**config.mk**
```make
export PLATFORM = sky130hd
export DESIGN_NAME = ssp_rx_param
export DESIGN_NICKNAME = d
export VERILOG_FILES = /design/src/rtl/ssp_pkg.sv /design/src/rtl/ssp_sync_fifo.sv /design/src/rtl/ssp_rx_param.sv
export SDC_FILE = /design/constraint.sdc
export NUM_CORES = 1
export LEC_CHECK = 0
export ABC_AREA = 1
export CORE_MARGIN = 2
export CORE_UTILIZATION = 30
export DETAILED_ROUTE_END_ITERATION = 6
export HOLD_SLACK_MARGIN = 0.15
export SYNTH_ARGS = -nofsm -noshare
export SYNTH_HDL_FRONTEND = slang
export SYNTH_SLANG_ARGS = --single-unit
```
**constraint.sdc**
```tcl
create_clock -name clk_i -period 2.15 [get_ports clk_i]
set_input_delay 0.645 -clock clk_i [delete_from_list [all_inputs] [get_ports clk_i]]
set_output_delay 0.645 -clock clk_i [all_outputs]
set_load 0.005 [all_outputs]
```
**src/rtl/ssp_pkg.sv**
```systemverilog
// Shared types and helpers for the SSP receive path (and the planned transmit path).
package ssp_pkg;

    typedef enum logic [1:0] {
        IDLE   = 2'd0,
        SHIFT  = 2'd1,
        PARITY = 2'd2
    } ssp_state_e;

    localparam bit BIT_ORDER_MSB = 1'b1;
    localparam bit BIT_ORDER_LSB = 1'b0;

    function automatic int level_w(input int depth);
        return $clog2(depth + 1);
    endfunction

endpackage

```
**src/rtl/ssp_sync_fifo.sv**
```systemverilog
// Show-ahead synchronous FIFO with fill level; a write into a full FIFO succeeds
// only when a read frees a slot in the same cycle, otherwise it is dropped.
module ssp_sync_fifo
    import ssp_pkg::*;
#(
    parameter int DATA_W = 8,
    parameter int DEPTH  = 4
) (
    input  logic                      clk_i,
    input  logic                      rst_ni,
    input  logic                      wr_en,
    input  logic [DATA_W-1:0]         wr_data,
    input  logic                      rd_en,
    output logic [DATA_W-1:0]         rd_data,
    output logic                      empty,
    output logic                      full,
    output logic [level_w(DEPTH)-1:0] level,
    output logic                      wr_drop
);

    localparam int PTR_W   = $clog2(DEPTH);
    localparam int LEVEL_W = level_w(DEPTH);

    logic [DATA_W-1:0] mem [DEPTH];
    logic [PTR_W:0]    wr_ptr_q;
    logic [PTR_W:0]    rd_ptr_q;
    logic              do_rd;
    logic              do_wr;

    // Pointers carry one extra MSB so full and empty are distinguishable.
    assign empty   = (wr_ptr_q == rd_ptr_q);
    assign full    = (wr_ptr_q[PTR_W] != rd_ptr_q[PTR_W]) &&
                     (wr_ptr_q[PTR_W-1:0] == rd_ptr_q[PTR_W-1:0]);
    assign do_rd   = rd_en & ~empty;
    assign do_wr   = wr_en & (~full | do_rd);
    assign wr_drop = wr_en & full & ~do_rd;
    assign level   = LEVEL_W'(wr_ptr_q - rd_ptr_q);
    assign rd_data = empty ? '0 : mem[rd_ptr_q[PTR_W-1:0]];

    always_ff @(posedge clk_i or negedge rst_ni) begin
        if (!rst_ni) begin
            wr_ptr_q <= '0;
            rd_ptr_q <= '0;
        end else begin
            if (do_wr) wr_ptr_q <= wr_ptr_q + 1'b1;
            if (do_rd) rd_ptr_q <= rd_ptr_q + 1'b1;
        end
    end

    always_ff @(posedge clk_i) begin
        if (do_wr) mem[wr_ptr_q[PTR_W-1:0]] <= wr_data;
    end

endmodule

```
**src/rtl/ssp_rx_param.sv**
```systemverilog
// SSP receiver: oversampled serial pins, frame deserialiser and receive FIFO.
// Optional even-parity bit per frame enabled with `define SSP_RX_PARITY_EN.
module ssp_rx_param
    import ssp_pkg::*;
#(
    parameter int DATA_W      = 8,
    parameter int DEPTH       = 4,
    parameter int SYNC_STAGES = 2,
    parameter bit MSB_FIRST   = 1'b1
) (
    input  logic                      clk_i,
    input  logic                      rst_ni,
    input  logic                      do_read,
    input  logic                      ovr_clr,
    output logic [DATA_W-1:0]         rx_d,
    output logic                      rx_empty,
    output logic                      rx_full,
    output logic [level_w(DEPTH)-1:0] rx_level,
    output logic                      overrun,
    output logic                      parity_err,
    input  logic                      sspclkin,
    input  logic                      sspfssin,
    input  logic                      ssprxd
);

    localparam int CNT_W = $clog2(DATA_W + 1);

    logic [SYNC_STAGES-1:0] clk_sync_q;
    logic [SYNC_STAGES-1:0] fss_sync_q;
    logic [SYNC_STAGES-1:0] rxd_sync_q;
    logic                   clk_prev_q;
    logic                   sample;
    logic                   fss;
    logic                   rxd;

    ssp_state_e        state_q, state_d;
    logic [CNT_W-1:0]  cnt_q, cnt_d;
    logic [DATA_W-1:0] shreg_q, shreg_d;
    logic              frame_done;
    logic [DATA_W-1:0] wr_data;
    logic              wr_drop;
`ifdef SSP_RX_PARITY_EN
    logic              par_bad;
`endif

    function automatic logic [DATA_W-1:0] shift_in(input logic [DATA_W-1:0] w, input logic b);
        if (MSB_FIRST == BIT_ORDER_MSB) return {w[DATA_W-2:0], b};
        else                            return {b, w[DATA_W-1:1]};
    endfunction

    // Pin synchronisers and sspclkin rising-edge detect.
    always_ff @(posedge clk_i or negedge rst_ni) begin
        if (!rst_ni) begin
            clk_sync_q <= '0;
            fss_sync_q <= '0;
            rxd_sync_q <= '0;
            clk_prev_q <= 1'b0;
        end else begin
            clk_sync_q <= {clk_sync_q[SYNC_STAGES-2:0], sspclkin};
            fss_sync_q <= {fss_sync_q[SYNC_STAGES-2:0], sspfssin};
            rxd_sync_q <= {rxd_sync_q[SYNC_STAGES-2:0], ssprxd};
            clk_prev_q <= clk_sync_q[SYNC_STAGES-1];
        end
    end

    assign sample = clk_sync_q[SYNC_STAGES-1] & ~clk_prev_q;
    assign fss    = fss_sync_q[SYNC_STAGES-1];
    assign rxd    = rxd_sync_q[SYNC_STAGES-1];

    always_ff @(posedge clk_i or negedge rst_ni) begin
        if (!rst_ni) begin
            state_q <= IDLE;
            cnt_q   <= '0;
            shreg_q <= '0;
        end else begin
            state_q <= state_d;
            cnt_q   <= cnt_d;
            shreg_q <= shreg_d;
        end
    end

    always_comb begin
        state_d    = state_q;
        cnt_d      = cnt_q;
        shreg_d    = shreg_q;
        frame_done = 1'b0;
        wr_data    = shreg_q;
`ifdef SSP_RX_PARITY_EN
        par_bad    = 1'b0;
`endif
        case (state_q)
            IDLE: begin
                if (sample && fss) begin
                    state_d = SHIFT;
                    cnt_d   = CNT_W'(DATA_W);
                end
            end
            SHIFT: begin
                if (sample) begin
                    shreg_d = shift_in(shreg_q, rxd);
                    cnt_d   = cnt_q - 1'b1;
                    if (cnt_q == CNT_W'(1)) begin
`ifdef SSP_RX_PARITY_EN
                        state_d = PARITY;
`else
                        // Last bit goes straight to the FIFO in the same cycle.
                        state_d    = IDLE;
                        frame_done = 1'b1;
                        wr_data    = shreg_d;
`endif
                    end
                end
            end
`ifdef SSP_RX_PARITY_EN
            PARITY: begin
                if (sample) begin
                    state_d = IDLE;
                    // Even parity: data bits plus parity bit must XOR to zero.
                    if ((^shreg_q) ^ rxd) par_bad    = 1'b1;
                    else                  frame_done = 1'b1;
                end
            end
`endif
            default: state_d = IDLE;
        endcase
    end

    ssp_sync_fifo #(
        .DATA_W(DATA_W),
        .DEPTH (DEPTH)
    ) u_fifo (
        .clk_i  (clk_i),
        .rst_ni (rst_ni),
        .wr_en  (frame_done),
        .wr_data(wr_data),
        .rd_en  (do_read),
        .rd_data(rx_d),
        .empty  (rx_empty),
        .full   (rx_full),
        .level  (rx_level),
        .wr_drop(wr_drop)
    );

    // Sticky flags: a set event in the same cycle as ovr_clr wins.
    always_ff @(posedge clk_i or negedge rst_ni) begin
        if (!rst_ni)      overrun <= 1'b0;
        else if (wr_drop) overrun <= 1'b1;
        else if (ovr_clr) overrun <= 1'b0;
    end

`ifdef SSP_RX_PARITY_EN
    always_ff @(posedge clk_i or negedge rst_ni) begin
        if (!rst_ni)      parity_err <= 1'b0;
        else if (par_bad) parity_err <= 1'b1;
        else if (ovr_clr) parity_err <= 1'b0;
    end
`else
    assign parity_err = 1'b0;
`endif

endmodule

```
==> results.md, run 1 <==
* Top-count cell post-synth: nand2_1
* CP Max Fanout at 5
* Number of vias per cell at 4.49
* Clk_lat worst skew at 0.34 ns
* Die Ht at 97.1 um
* Status: complete, but fails checks
* Core area at 0.00830 mm^2
* Final Hold Fails at 0
* Synth warnings at 0
* Final WS setup at -0.0902 ns
* CP required at 1.50 ns
* Placed Instances at 393
* Initial antenna violation count at 0
* Fraction of layout cells with a size suffix above 1 at 0.275
* Port-buffer cells at 20
* CTS Buf Count at 9
* P&R area growth vs syn at 31.2%
* Hold Crit Class: flop to flop
* Clk sinks at 59
* Layout Cells excl Fill at 421
* Drt wl/cell at 12.2 um
* Die Wd at 97.1 um
* Final core occ at 0.411
* R2R Setup Slk at 0.24 ns
* Min-delay src: clk_sync_q[0]
* Global-route wire length before repair at 8620 um
* N_diodes at 0
* WS Path Type: flop to primary output
* DRT iter0 DRCs at 76
* Netlist cell types at 24
* Fillers at 788
* Fin crit share at 1.04
* Initial DRT Pass Iterations at 4
* R2R Path End: u_fifo.mem[3][3]
* Worst Reg-to-Reg Cells at 10
* GP Congestion at 0.742
* Final wirelength at 5130 um
* Fin. max-slew vios at 0
* Ys flop type: edfxtp_1
* Worst setup EP type: primary output
* Post-route ant nets at 0
* Synth cell count leaders: nand2_1, nor2_1, edfxtp_1, dfrtp_1, inv_1
* Setup violators final at 11
* Failing checks: negative setup slack
* HPWL Detailed at 3330 um
* Vias in the first global route at 1856
* Gr usage total at 0.117
* Crit start category: flop
* Cells on Worst Hold Path at 0
* Layout Nets at 328
* Hold Path End: clk_sync_q[1]
* Max VDD drop at 0.415 mV
* Syn Nets at 269
* CP arrival at 1.60 ns
* P_leak at 1.47 nW
* Total power at 4.64 mW
* H-tree Lvls at 3
* Maximum root-to-sink buffer count at 2
* Post-synth EDFFs at 32
* Final Skew at 0.00807 ns
* RR Startpoint: u_fifo.wr_ptr_q[0]
* Root Driver: clkbuf_8
* Seq cells post-synth at 59
* Share of the synthesized area in the top cell type at 0.370
* Dominant cells by area after synthesis: edfxtp_1, dfrtp_1, nand2_1, nor2_1, o21ai_0
* Ys async rst share at 0.458
* # hold bufs at CTS at 0
* Pwr dens at 1360 mW/mm^2
* Post-synthesis sequential area ratio at 0.630
* MaxCap Viol Count at 0
* Remaining Overflow, GRT at 0
* Min Tclk post-route at 2.24 ns
* Drt drc at 0
* I/O pin total at 22
* Cells after synthesis at 252
* Via Count at 1889
* Achievable frequency at 446 MHz
* Syn Area/Cell at 10.3 um^2
* Row count at 33
* Largest net degree at the start of global routing at 28
* Reg clk slew, reported paths at 0.07 ns
* Pre-CTS setup slack at -0.282 ns
* RSZ-0062 raised after global routing: yes
* CTS tree: yes
* Starting Density at 0.313
* Die area at 0.00942 mm^2
* Yosys top cell by area: edfxtp_1
* Mapped Area at 0.00260 mm^2
[report_power, final]
part           switching, mW  internal (mW)
combinational           1.09           1.02
sequential             0.118           1.44
clock                  0.443          0.529
[stage by stage]
| stage | hold slack (ns) | setup TNS [ns] | area, um^2 |
|---|---|---|---|
| after floorplan | 0.331 | 0 | 2600 |
| after global placement | 0.332 | -2.00 | 3050 |
| after detailed placement | 0.339 | -2.67 | 3050 |
| after CTS | 0.354 | -1.20 | 3370 |
| after global routing | 0.368 | -1.61 | 3410 |
| final | 0.351 | -0.806 | 3410 |
[worst max-delay path, stage by stage, from the launching register on]
cell and delay (ns):
dfrtp_1 0.40, inv_2 0.09, ha_4 0.21, nand2_4 0.08, inv_4 0.04, nand2_4 0.06
inv_4 0.05, buf_8 0.12, a21oi_2 0.09, buf_2 0.12
[area by class of cell]
type / count / area, um^2 / area share
Clock buffer: 9 / 124 / 0.0363
Tap cell: 105 / 131 / 0.0385
Sequential cell: 59 / 1640 / 0.480
Multi-Input combinational cell: 156 / 875 / 0.257
Clock inverter: 7 / 68.8 / 0.0202
Timing Repair Buffer: 56 / 444 / 0.130
Inverter: 29 / 129 / 0.0378
[cells by family (layout without fill, tap and decap cells)]
logic type / after synthesis / in the layout / share of synthesized area
other: 1 / 1 / 0.00144
AO/OA/AOI/OAI: 44 / 44 / 0.0852
flip-flops: 59 / 59 / 0.630
buffers and inverters: 37 / 101 / 0.0645
AND/OR/NAND/NOR: 98 / 98 / 0.158
XOR/XNOR: 3 / 3 / 0.0101
adder cells (fa/ha/maj): 10 / 10 / 0.0510
[placed cells by master, fill, tap and decap left out, types with 2 or more instances in the layout]
cell	Yosys	routed
o21ai_1	7	10
a21oi_1	11	3
o21ai_0	25	22
ha_1	9	7
xor2_1	3	3
nand3_1	11	11
nor2_4	1	2
ha_4	0	2
inv_2	3	2
inv_1	26	23
a21oi_2	0	8
edfxtp_1	32	32
inv_4	0	3
nand2_4	0	2
buf_6	2	4
buf_2	2	12
buf_4	3	30
nor2_1	40	39
nand2_1	42	40
clkbuf_8	0	9
clkinvlp_4	0	2
dfrtp_1	27	26
clkdlybuf4s50_1	0	7
clkinv_2	0	3
[how the worst max path moves through the flow]
stage                             from                to  slack, ns  cells after the start
floorplan           u_fifo.rd_ptr_q[1]  u_fifo.mem[0][0]       0.07                      8
global placement    u_fifo.rd_ptr_q[0]           rx_d[3]      -0.21                      7
detailed placement  u_fifo.rd_ptr_q[0]           rx_d[1]      -0.28                      7
CTS                 u_fifo.rd_ptr_q[1]           rx_d[3]      -0.14                      9
global route        u_fifo.wr_ptr_q[0]           rx_d[2]      -0.17                      9
finish              u_fifo.wr_ptr_q[0]           rx_d[2]      -0.09                      9
[state kept, by name (all words and copies together) (netlist names), 2 cells and up]
signal and cells:
clk_sync_q 2, u_fifo.mem 32, cnt_q 4, shreg_q 8
u_fifo.rd_ptr_q 3, rxd_sync_q 2, fss_sync_q 2, u_fifo.wr_ptr_q 3
[what timing repair did]
item	CTS	global route
gates resized for setup	81	8
endpoints found under the setup margin	13	11
hold endpoints to repair	0	0
setup buffers	10	2
pin swaps	3	2
[metal layers]
| metal | GRT usage | wire [um] | part of all wire |
|---|---|---|---|
| met5 | 0 | 0 | 0 |
| met4 | 0.0477 | 50 | 0.0098 |
| met3 | 0.0446 | 278 | 0.054 |
| met2 | 0.192 | 2520 | 0.49 |
| met1 | 0.137 | 2280 | 0.44 |
Note: power is estimated with default switching activity, not from simulation.
==> run 2, diff against run 1 <==
--- a/config.mk
+++ b/config.mk
@@ -9,7 +9,9 @@
 export CORE_MARGIN = 2
 export CORE_UTILIZATION = 30
 export DETAILED_ROUTE_END_ITERATION = 6
+export GPL_TIMING_DRIVEN = 0
 export HOLD_SLACK_MARGIN = 0.15
+export SETUP_SLACK_MARGIN = 0.4
 export SYNTH_ARGS = -nofsm -noshare
 export SYNTH_HDL_FRONTEND = slang
 export SYNTH_SLANG_ARGS = --single-unit
==> run 2 against run 1 <==
Net effect: the flow still finishes with violations (negative setup slack); register-to-register slack hardly changed; first-iteration DRC count increased by 20%; via count fell by 2.4%; wire length grew 3.5%; sequential power is essentially flat; final area grew 0.33%; die area unchanged.
==> results.md, run 2 (same netlist as run 1, synthesis figures left out) <==
* Highest-count cells in the layout ignoring fill and taps: nand2_1, nor2_1, edfxtp_1
* CP arrival at 1.69 ns (+0.09 ns)
* DRT iter0 DRCs at 91 (+20%)
* Crit start category: flop
* Min-delay src: clk_sync_q[0]
* Achievable frequency at 428 MHz (-4.2%)
* Gr usage total at 0.122 (+0.00531)
* Starting Density at 0.313 (unchanged)
* Fraction of layout cells with a size suffix above 1 at 0.278 (+0.00246)
* Worst Setup SP: u_fifo.rd_ptr_q[1]
* Fin. max-slew vios at 0 (unchanged)
* GP Congestion at 0.764 (+3.0%)
* Die Ht at 97.1 um (unchanged)
* Core area at 0.00830 mm^2 (unchanged)
* DP Area at 0.00305 mm^2 (about the same)
* Number of flip-flops under the largest register name at 32 (unchanged)
* N_diodes at 0 (unchanged)
* Fillers at 798 (+1.3%)
* Critical-path top delay cell: dfrtp_1
* Die Wd at 97.1 um (unchanged)
* Failing checks: negative setup slack
* Hold Crit Class: flop to flop
* H-tree Lvls at 3 (unchanged)
* CTS Buf Count at 9 (unchanged)
* Commonest non-fill, non-tap cell in the layout: nand2_1
* WS Path Type: flop to primary output
* Critical path depth at 10 (+1)
* Cells along the critical path: buf_6, inv_8, ha_4, nand2_4, inv_4, nand2_4, inv_8, buf_12, a21oi_4, buf_2
* Row count at 33 (unchanged)
* Setup violators final at 11 (unchanged)
* I/O pin total at 22 (unchanged)
* Crit-path max cell delay at 0.40 ns (about the same)
* Worst slew margin at 0.194
* Drt drc at 0 (unchanged)
* Worst Reg-to-Reg Cells at 10 (unchanged)
* CP Max Fanout at 4 (-1)
* Worst Path Buf+Inv at 6 (+1)
* Final Hold Fails at 0 (unchanged)
* Initial DRT Pass Iterations at 5 (+1)
* Cells on Worst Hold Path at 0 (unchanged)
* MaxCap Viol Count at 0 (unchanged)
* Status: complete, but fails checks
* Port-buffer cells at 20 (unchanged)
* Worst-margin pin slew at 1.21 ns
* Largest net degree at the start of global routing at 28 (unchanged)
* Max VDD drop at 0.455 mV (+9.5%)
* R2R Path End: u_fifo.mem[3][0]
* RR Startpoint: u_fifo.rd_ptr_q[1]
* Layout Nets at 318 (-3.0%)
* Min Tclk post-route at 2.34 ns (+0.0988 ns)
* Final WS setup at -0.189 ns (-0.0988 ns)
* Vias in the first global route at 1908 (+2.8%)
* Initial antenna violation count at 0 (unchanged)
* RSZ-0062 raised after global routing: yes
* Die area at 0.00942 mm^2 (unchanged)
* Hold Path End: clk_sync_q[1]
* Clk sinks at 59 (unchanged)
* Clk_lat worst skew at 0.34 ns (about the same)
* Final Skew at 0.00948 ns (+0.00141 ns)
* Post-route cell area at 0.00342 mm^2 (+0.33%)
* HPWL Detailed at 3470 um (+4.0%)
* Drt wl/cell at 12.9 um (+6.0%)
* Final wirelength at 5310 um (+3.5%)
* Pwr dens at 1380 mW/mm^2 (+1.4%)
* Maximum root-to-sink buffer count at 2 (unchanged)
* Fin crit share at 1.09 (+0.0459)
* Delay-heaviest family, CP: buffers and inverters
* R2R Setup Slk at 0.25 ns (about the same)
* CP required at 1.50 ns (about the same)
* CTS tree: yes
* Reg clk slew, reported paths at 0.07 ns (about the same)
* Remaining Overflow, GRT at 0 (unchanged)
* Pre-CTS setup slack at -0.306 ns (-0.0243 ns)
* Root Driver: clkbuf_8
* P&R area growth vs syn at 31.6%
* P_leak at 1.44 nW (-2.4%)
* Worst hold margin at 0.352 ns (+0.000474 ns)
* Number of vias per cell at 4.49 (about the same)
* Post-route ant nets at 0 (unchanged)
* Worst setup EP type: primary output
* Global-route wire length before repair at 8880 um (+3.0%)
* Via Count at 1844 (-2.4%)
-- run 2: final cells by class --
cell class | instances | area, um^2 | share of cell area
Sequential cell | 59 | 1640 | 0.479
Multi-Input combinational cell | 156 | 935 | 0.273
Timing Repair Buffer | 38 | 304 | 0.0889
Tap cell | 105 | 131 | 0.0384
Inverter | 29 | 129 | 0.0377
Clock buffer | 9 | 124 | 0.0362
Buffer | 8 | 82.6 | 0.0241
Clock inverter | 7 | 76.3 | 0.0223
-- run 2: layer usage --
metal  global-route usage  share of wire
met2                0.218           0.52
met1                0.132           0.42
met4               0.0401          0.011
met3               0.0475          0.048
met5                    0              0
-- run 2: what timing repair did --
action,4_1_cts,5_1_grt
resized for setup,64,13
hold buffers,0,0
setup endpoints to repair,73,53
gates cloned,0,0
setup buffers,15,3
pin swaps,4,1
-- run 2: worst max-delay path by stage --
| stage | end | slack [ns] |
|---|---|---|
| after floorplan | rx_d[0] | 0.34 |
| after global placement | rx_d[7] | -0.31 |
| after detailed placement | rx_d[6] | -0.31 |
| after CTS | rx_d[7] | -0.20 |
| after global routing | rx_d[2] | -0.27 |
| final | rx_d[7] | -0.19 |
-- run 2: stage by stage --
| stage | utilization | std cells | TNS (ns) | total power [mW] |
|---|---|---|---|---|
| final | 0.412 | 411 | -1.65 | 4.72 |
| after global routing | 0.412 | 411 | -2.63 | 5.07 |
| after detailed placement | 0.367 | 377 | -8.78 | 3.47 |
| after floorplan | - | 252 | 0 | 2.69 |
| after global placement | 0.367 | 377 | -8.39 | 3.42 |
| after CTS | 0.407 | 408 | -1.96 | 4.65 |
-- run 2: worst register-to-register path, cell delays in order (launching register included) --
cell,delay (ns)
dfrtp_1,0.40
buf_6,0.14
inv_8,0.05
ha_4,0.19
nand2_4,0.06
inv_4,0.04
buf_4,0.12
nand3_1,0.17
nand2_4,0.15
nor2_4,0.16
buf_12,0.14
-- run 2: power breakdown --
| part | switching [mW] | leakage, nW | total (mW) | internal (mW) |
|---|---|---|---|---|
| clock | 0.470 | 0.0958 | 1.01 | 0.540 |
| combinational | 1.15 | 0.716 | 2.14 | 0.990 |
| sequential | 0.125 | 0.626 | 1.57 | 1.44 |
| total | 1.75 | 1.44 | 4.72 | 2.97 |
